## config.mk

```make
export PLATFORM = sky130hd
export DESIGN_NAME = clock_divider_multi
export DESIGN_NICKNAME = d
export VERILOG_FILES = /design/src/rtl/clock_divider_multi.sv
export SDC_FILE = /design/constraint.sdc
export NUM_CORES = 1
export LEC_CHECK = 0
export BUFFER_PORTS_ARGS = -buffer_cell sky130_fd_sc_hd__buf_4
export CORE_ASPECT_RATIO = 1.75
export CORE_MARGIN = 2
export CORE_UTILIZATION = 40
export DETAILED_ROUTE_END_ITERATION = 12
export PLACE_DENSITY = 0.53
export SETUP_SLACK_MARGIN = 0.5
export SKIP_CTS_REPAIR_TIMING = 1
export SLEW_MARGIN = 40
export SYNTH_ARGS = -nofsm -noshare
export SYNTH_HDL_FRONTEND = slang
export SYNTH_SLANG_ARGS = --single-unit
```

## constraint.sdc

```tcl
create_clock -name clk_50MHz -period 4.6 [get_ports clk_50MHz]
set_clock_uncertainty 0.1 [all_clocks]
set_input_delay 0.46 -clock clk_50MHz [delete_from_list [all_inputs] [get_ports clk_50MHz]]
set_output_delay 0.46 -clock clk_50MHz [all_outputs]
set_load 0.1 [all_outputs]
```

## src/rtl/clock_divider_multi.sv

```systemverilog
// clock_divider_multi: NUM_CH independent 50%-duty clock dividers with
// rising-edge ticks and a glitch-free, run-time half-period config port.
//
// Ports:
//   clk_50MHz    board clock, all state on its rising edge
//   reset        asynchronous, active-low
//   en           per-channel run enable
//   sync_restart one-cycle pulse, realigns every channel to phase 0
//   cfg_valid    config request (hold cfg_ch/cfg_half until accepted)
//   cfg_ready    high when a config write can be accepted
//   cfg_ch       target channel (out-of-range writes are dropped)
//   cfg_half     new half-period in clk_50MHz cycles (0 acts as 1)
//   clk_out      divided clocks
//   tick         one-cycle pulse on each clk_out rising transition
module clock_divider_multi #(
  parameter int          NUM_CH       = 4,
  parameter int          CNT_W        = 26,
  parameter int unsigned DEFAULT_HALF = 25_000_000,
  parameter int          CH_W         =
    (NUM_CH > 1) ? $clog2(NUM_CH) : 1
) (
  input  logic              clk_50MHz,
  input  logic              reset,
  input  logic [NUM_CH-1:0] en,
  input  logic              sync_restart,
  input  logic              cfg_valid,
  output logic              cfg_ready,
  input  logic [CH_W-1:0]   cfg_ch,
  input  logic [CNT_W-1:0]  cfg_half,
  output logic [NUM_CH-1:0] clk_out,
  output logic [NUM_CH-1:0] tick
);

  localparam logic [CNT_W-1:0] HALF_RST =
    CNT_W'(DEFAULT_HALF);
  localparam logic [CNT_W-1:0] ONE = CNT_W'(1);

  logic xfer;

  assign xfer = cfg_valid & cfg_ready;

  // One dead cycle after every accepted write.
  always_ff @(posedge clk_50MHz or negedge reset) begin
    if (!reset) begin
      cfg_ready <= 1'b1;
    end else begin
      cfg_ready <= ~xfer;
    end
  end

  for (genvar i = 0; i < NUM_CH; i++) begin : g_ch
    logic [CNT_W-1:0] cnt_q;
    logic [CNT_W-1:0] half_q;
    logic [CNT_W-1:0] pend_val_q;
    logic [CNT_W-1:0] h_m1;
    logic             pend_q;
    logic             clk_q;
    logic             tick_q;
    logic             hit;
    logic             term;
    logic             hold;

    assign hit  = xfer && (32'(cfg_ch) == i);
    // A half-period of 0 behaves as 1: terminal count is 0.
    assign h_m1 = (half_q == '0) ? '0 : half_q - ONE;
    assign term = (cnt_q == h_m1);
    assign hold = sync_restart | ~en[i];

    always_ff @(posedge clk_50MHz or negedge reset) begin
      if (!reset) begin
        cnt_q      <= '0;
        half_q     <= HALF_RST;
        pend_val_q <= '0;
        pend_q     <= 1'b0;
        clk_q      <= 1'b0;
        tick_q     <= 1'b0;
      end else begin
        if (hold) begin
          cnt_q  <= '0;
          clk_q  <= 1'b0;
          tick_q <= 1'b0;
        end else if (term) begin
          cnt_q  <= '0;
          clk_q  <= ~clk_q;
          tick_q <= ~clk_q;
        end else begin
          cnt_q  <= cnt_q + ONE;
          tick_q <= 1'b0;
        end
        // Pending value only swaps in at a phase boundary.
        if ((hold || term) && pend_q) begin
          half_q <= pend_val_q;
          pend_q <= 1'b0;
        end
        // Written last: a write on the apply edge stays pending.
        if (hit) begin
          pend_val_q <= cfg_half;
          pend_q     <= 1'b1;
        end
      end
    end

    assign clk_out[i] = clk_q;
    assign tick[i]    = tick_q;
  end

endmodule

```

Yosys cells after proc, flatten, opt, wreduce, memory -nomap -nowiden
Cells that the tools add are included.
- memories kept: 0
- input bits: 36
- word-level logic and storage cells: 115
- register bits: 325
- bits in writable memories: 0
- output and inout bits: 9
- bits in read-only memories: 0
- bits in latches: 0
- shift-type cells: 0
- bitwise gates (word level): 14
- multiplexer cells: 36
- divide/modulo/power cells: 0
- $add $sub $neg: 8
- $mul: 0
- reductions and logical operators: 25
- $lt $le $gt $ge: 0
- eq/ne operators: 7
- operators with widths (kind ; number):
    2-to-1 mux 26 bit ; 12
    adder 26 x 1 -> 26 bit (second input constant) ; 4
    == test 26 bit ; 4
    zero test 26 bit ; 4
    subtractor 26 x 1 -> 26 bit (second input constant) ; 4
    2-to-1 mux 1 bit ; 24
    nonzero test 2 bit ; 8
    inverter 1 bit ; 9
    logical AND 1 bit ; 8
    == test 2 bit (second input constant) ; 2
    logical OR 1 bit ; 4
    bitwise OR 1 bit ; 4
    == test 2 x 1 -> 1 bit (second input constant) ; 1
    zero test 2 bit ; 1
    bitwise AND 1 bit ; 1

Depth between registers and ports, before layout
- depth in word-level cells: 7
- depth in mapped cells: 15
- mapped depth without buffers: 11

Worst setup path after synthesis
OpenSTA, ideal clock, no wires.
- path kind: register -> register
- from: register g_ch[0].half_q[0]
- to: register g_ch[0].half_q[10]
- setup slack: 0.472 ns
- buffers on the path: 2
- setup time: 0.125 ns
- clock period less this slack: 4.128 ns
- required time: 4.375 ns
- arrival time: 3.903 ns
- stages on the path, launching flop included: 14
- path through: dfrtp_1 inv_1 ha_1 or4b_2 or2_1 clkbuf_1 nor3_1 a21oi_1 xor2_1 a2111oi_0 nand4_1 o31ai_4 buf_4 mux2_2
- word-level cells in the longest chain between the ends: 5
- elaborated cells between the ends (all ways): 6
- classes of those cells: add/sub: 1; eq/ne: 1; mux: 1; reduce/logical: 3
- ends and longest elaborated chain (item ; RTL line ; RTL):
    start: declaration ; 53 ; logic [CNT_W-1:0] half_q;
    start signal: assignment ; 92 ; half_q <= pend_val_q;
    subtractor 26 x 1 -> 26 bit / zero test 26 bit (equally long branches) ; 65 ; assign h_m1 = (half_q == '0) ? '0 : half_q - ONE;
    2-to-1 mux 26 bit (*) ; 65 ;
    == test 26 bit (*) ; 66 ; assign term = (cnt_q == h_m1);
    logical OR 1 bit (*) ; 91 ; if ((hold || term) && pend_q) begin
    logical AND 1 bit (*) ; 91 ;
Every way passes the cells marked *; elsewhere a longest branch is shown, timed or not.
A chain may end at the register's enable or synchronous reset.

Worst setup path after layout
- from: register g_ch[0].half_q[1]
- to: register g_ch[0].half_q[0]
The elaborated chain is that of the path after synthesis.

==> metrics.txt <==
status complete, no violations; largest area contributor in the netlist dfrtp_1; initial antenna violation count 0; DP HPWL 37710 um; final worst slack 0.5941 ns; nets@finish 1886; FF-to-FF End g_ch[0].half_q[0]$_DFFE_PN0P_; hold path depth 2; Post-synth EDFFs 0; DRT Pass-1 Iters 7; TritonCTS clock tree yes; Max Freq 0.2496 GHz; Iteration-0 DRC Markers 1005; layout cells sized above 1 26.46%; hold_sp cfg_half[7]; delay-heaviest family, CP simple AND/OR/NAND/NOR gates; fin crit share 87.08%; crit start category flip-flop; worst hold path type input pin to flip-flop; min Tclk post-route 4.006 ns; post-synth top area share 37.38%; post-synthesis sequential area ratio 44.34%; R2R Setup Slk 0.59 ns; Syn Inst Count 1786; number of setup violations in the final report 0; R2R depth 14; Total GRT Usage 20.68%; fillers 4319; die width 166.5 um; leakage power 0.008370 uW; ys flop type dfrtp_1; Placed Cells 2372; Mean Syn Cell Area 10.35 sq um; Root Driver clkbuf_16; critical-path cell list inv_1, ha_1, or4b_4, or2_4, or3_4, o21ai_0, nand2b_1, a2111oi_4, nand4_1, buf_4, o31ai_4, buf_12, clkbuf_16, mux2_2; Final Instance Count excl. Fillers 2451; Worst Tran Pin Value 0.6752 ns; Synth top cells by count dfrtp_1 (276), nor2_1 (199), mux2_2 (171); die footprint 48000 sq um; CTS H-tree lvls 1; max-slew violations 0; IO buf count 44; total core area 45800 sq um; CTS Sinks 325; routed len/inst 20.61 um; Routed WL 50520 um; IO Pins 45; CP Class flip-flop to flip-flop; pre-CTS worst setup slack 0.3262 ns; DRC errors left 0; vias 13871; delay of the slowest cell on the worst path 0.52 ns; Synth async-reset ratio 100.0%; die height 288.3 um; Setup crit end kind flip-flop; Worst-path clk slew 0.07 ns; CP required 4.98 ns; flops & latches, synth 325; area grow syn2layout 15.07%; reg2reg start g_ch[0].half_q[1]$_DFFE_PN0P_; setup TNS 0 ns; RSZ-0062 raised after global routing false; CP Data Arrival Time 4.38 ns; GRT Residual Overflow 0; largest net degree at the start of global routing 87; Final Util 46.42%; power per cell area 496.2 nW/um^2; synth top area cells dfrtp_1 (37%), mux2_2 (10%), dfstp_2 (7.0%); vias in the first global route 13775; library cells used by synthesis 95; Yosys warnings 0; Register Area 8199 sq um; row count 104; clk_lat worst skew 0.60 ns; Mapped Area 18480 sq um; crit path max fanout 7; max-cap check violation count 0; Hold Vio Cnt, Final 0; Slew Limit Headroom 54.83%; Multi-input gate area 9995 sq um; CTS Buffer Depth 3; DR vias/cell 5.659; CP max stage cell or4b_4; starting density of the core 40.34%; maximum vdd drop 0.2885 mV; cell with the most instances after synthesis dfrtp_1; global placement routability congestion 0.9332; Finished Cell Area 21260 sq um; sum of buffers and inverters on the critical path 4; dpl cell area 19630 sq um; worst hold endpoint g_ch[3].pend_val_q[7]$_DFFE_PN0P_; syn_nets 1830; Final ANT Viol Nets 0; Num CTS Buffers 31; first-pass GRT wire length 78540 um
==> through the flow <==
stage	hold slack, ns	power (uW)
floorplan	0.06441	6531
global placement	0.3654	7483
detailed placement	0.2769	7543
CTS	-0.3664	10420
global route	0.06612	11160
finish	0.07305	10550
==> cell type report <==
| cell class | count | area share, % |
|---|---|---|
| multi-input combinational | 1327 | 47.00 |
| sequential | 325 | 38.56 |
| timing repair buffer | 115 | 5.007 |
| clock buffer | 44 | 4.160 |
| tap | 583 | 3.430 |
| clock inverter | 14 | 1.089 |
| inverter | 42 | 0.7414 |
| antenna | 1 | 0.01177 |
==> cells in the final DEF, fill, tap and decap left out, types with 9 or more instances in the layout <==
cell | netlist | routed
o211ai_1 | 9 | 9
buf_12 | 0 | 9
or3_1 | 35 | 31
mux2_1 | 20 | 20
nand2b_1 | 17 | 17
dfrtp_1 | 276 | 272
mux2_4 | 20 | 20
o21ai_0 | 41 | 40
a21oi_1 | 29 | 27
nand3_1 | 75 | 74
xnor2_1 | 94 | 93
xor2_1 | 95 | 94
nor2_1 | 199 | 199
nor4_1 | 47 | 40
mux2_2 | 171 | 171
a31oi_1 | 9 | 9
or4_1 | 25 | 22
buf_4 | 10 | 98
nand2_1 | 83 | 82
nand4_1 | 33 | 33
dfstp_2 | 49 | 49
o31ai_1 | 10 | 9
nor3_1 | 53 | 45
nor2b_1 | 12 | 12
inv_1 | 42 | 42
or2_2 | 12 | 12
and3_1 | 32 | 31
clkbuf_16 | 0 | 34
==> power breakdown <==
group | switching, uW | leakage [uW] | internal (uW)
sequential | 847 | 0.00404 | 3620
clock | 1150 | 0.000539 | 1670
combinational | 1640 | 0.00379 | 1620
total | 3640 | 0.00837 | 6910
==> sequential cells by signal (all words and copies together), names as in the netlist <==
register / cells
g_ch.cnt_q: 104
g_ch.half_q: 104
g_ch.pend_val_q: 104
g_ch.clk_q: 4
g_ch.pend_q: 4
g_ch.tick_q: 4
cfg_ready: 1
==> how the worst max path moves through the flow <==
stage,cells past startpoint,endpoint,startpoint,slack [ns]
2_1_floorplan,12,g_ch[3].half_q[10]$_DFFE_PN0P_,g_ch[3].half_q[0]$_DFFE_PN0P_,0.53
3_3_place_gp,10,g_ch[3].half_q[1]$_DFFE_PN0P_,g_ch[3].half_q[4]$_DFFE_PN0P_,0.36
3_5_place_dp,10,g_ch[3].half_q[4]$_DFFE_PN0P_,g_ch[3].half_q[4]$_DFFE_PN0P_,0.33
4_1_cts,10,g_ch[3].half_q[4]$_DFFE_PN0P_,g_ch[3].half_q[4]$_DFFE_PN0P_,0.29
5_1_grt,14,g_ch[0].half_q[10]$_DFFE_PN0P_,g_ch[0].half_q[0]$_DFFE_PN0P_,0.49
6_report,14,g_ch[0].half_q[0]$_DFFE_PN0P_,g_ch[0].half_q[1]$_DFFE_PN0P_,0.59
==> per-layer routing <==
layer	vias to the layer above	part of all wire (%)	global-route usage [%]	routed length (um)
met5	-	0	0	0
met4	0	5.3	10.99	2674
met3	128	2.5	1.836	1272
met2	234	54	38.84	27150
met1	6921	38	23.11	19420
li1	6588	-	-	-
==> worst reg2reg max path: stages (launching register included) <==
cell       delay [ns]
dfrtp_1          0.40
inv_1            0.06
ha_1             0.22
or4b_4           0.52
or2_4            0.32
or3_4            0.42
o21ai_0          0.16
nand2b_1         0.11
a2111oi_4        0.33
nand4_1          0.16
buf_4            0.18
o31ai_4          0.27
buf_12           0.16
clkbuf_16        0.15
mux2_2           0.33
==> logic make-up (layout without fill, tap and decap cells) <==
logic type	count (synthesis)	count (layout)	share of synthesized area, %
simple gates	694	694	19.93
other cells	0	1	0
buf+inv	134	215	3.318
compound gates	211	211	8.457
xor+xnor	195	195	9.710
flops	325	325	44.34
fa+ha+maj	8	8	0.5417
mux	219	219	13.70
Note: power is estimated with default switching activity, not from simulation.
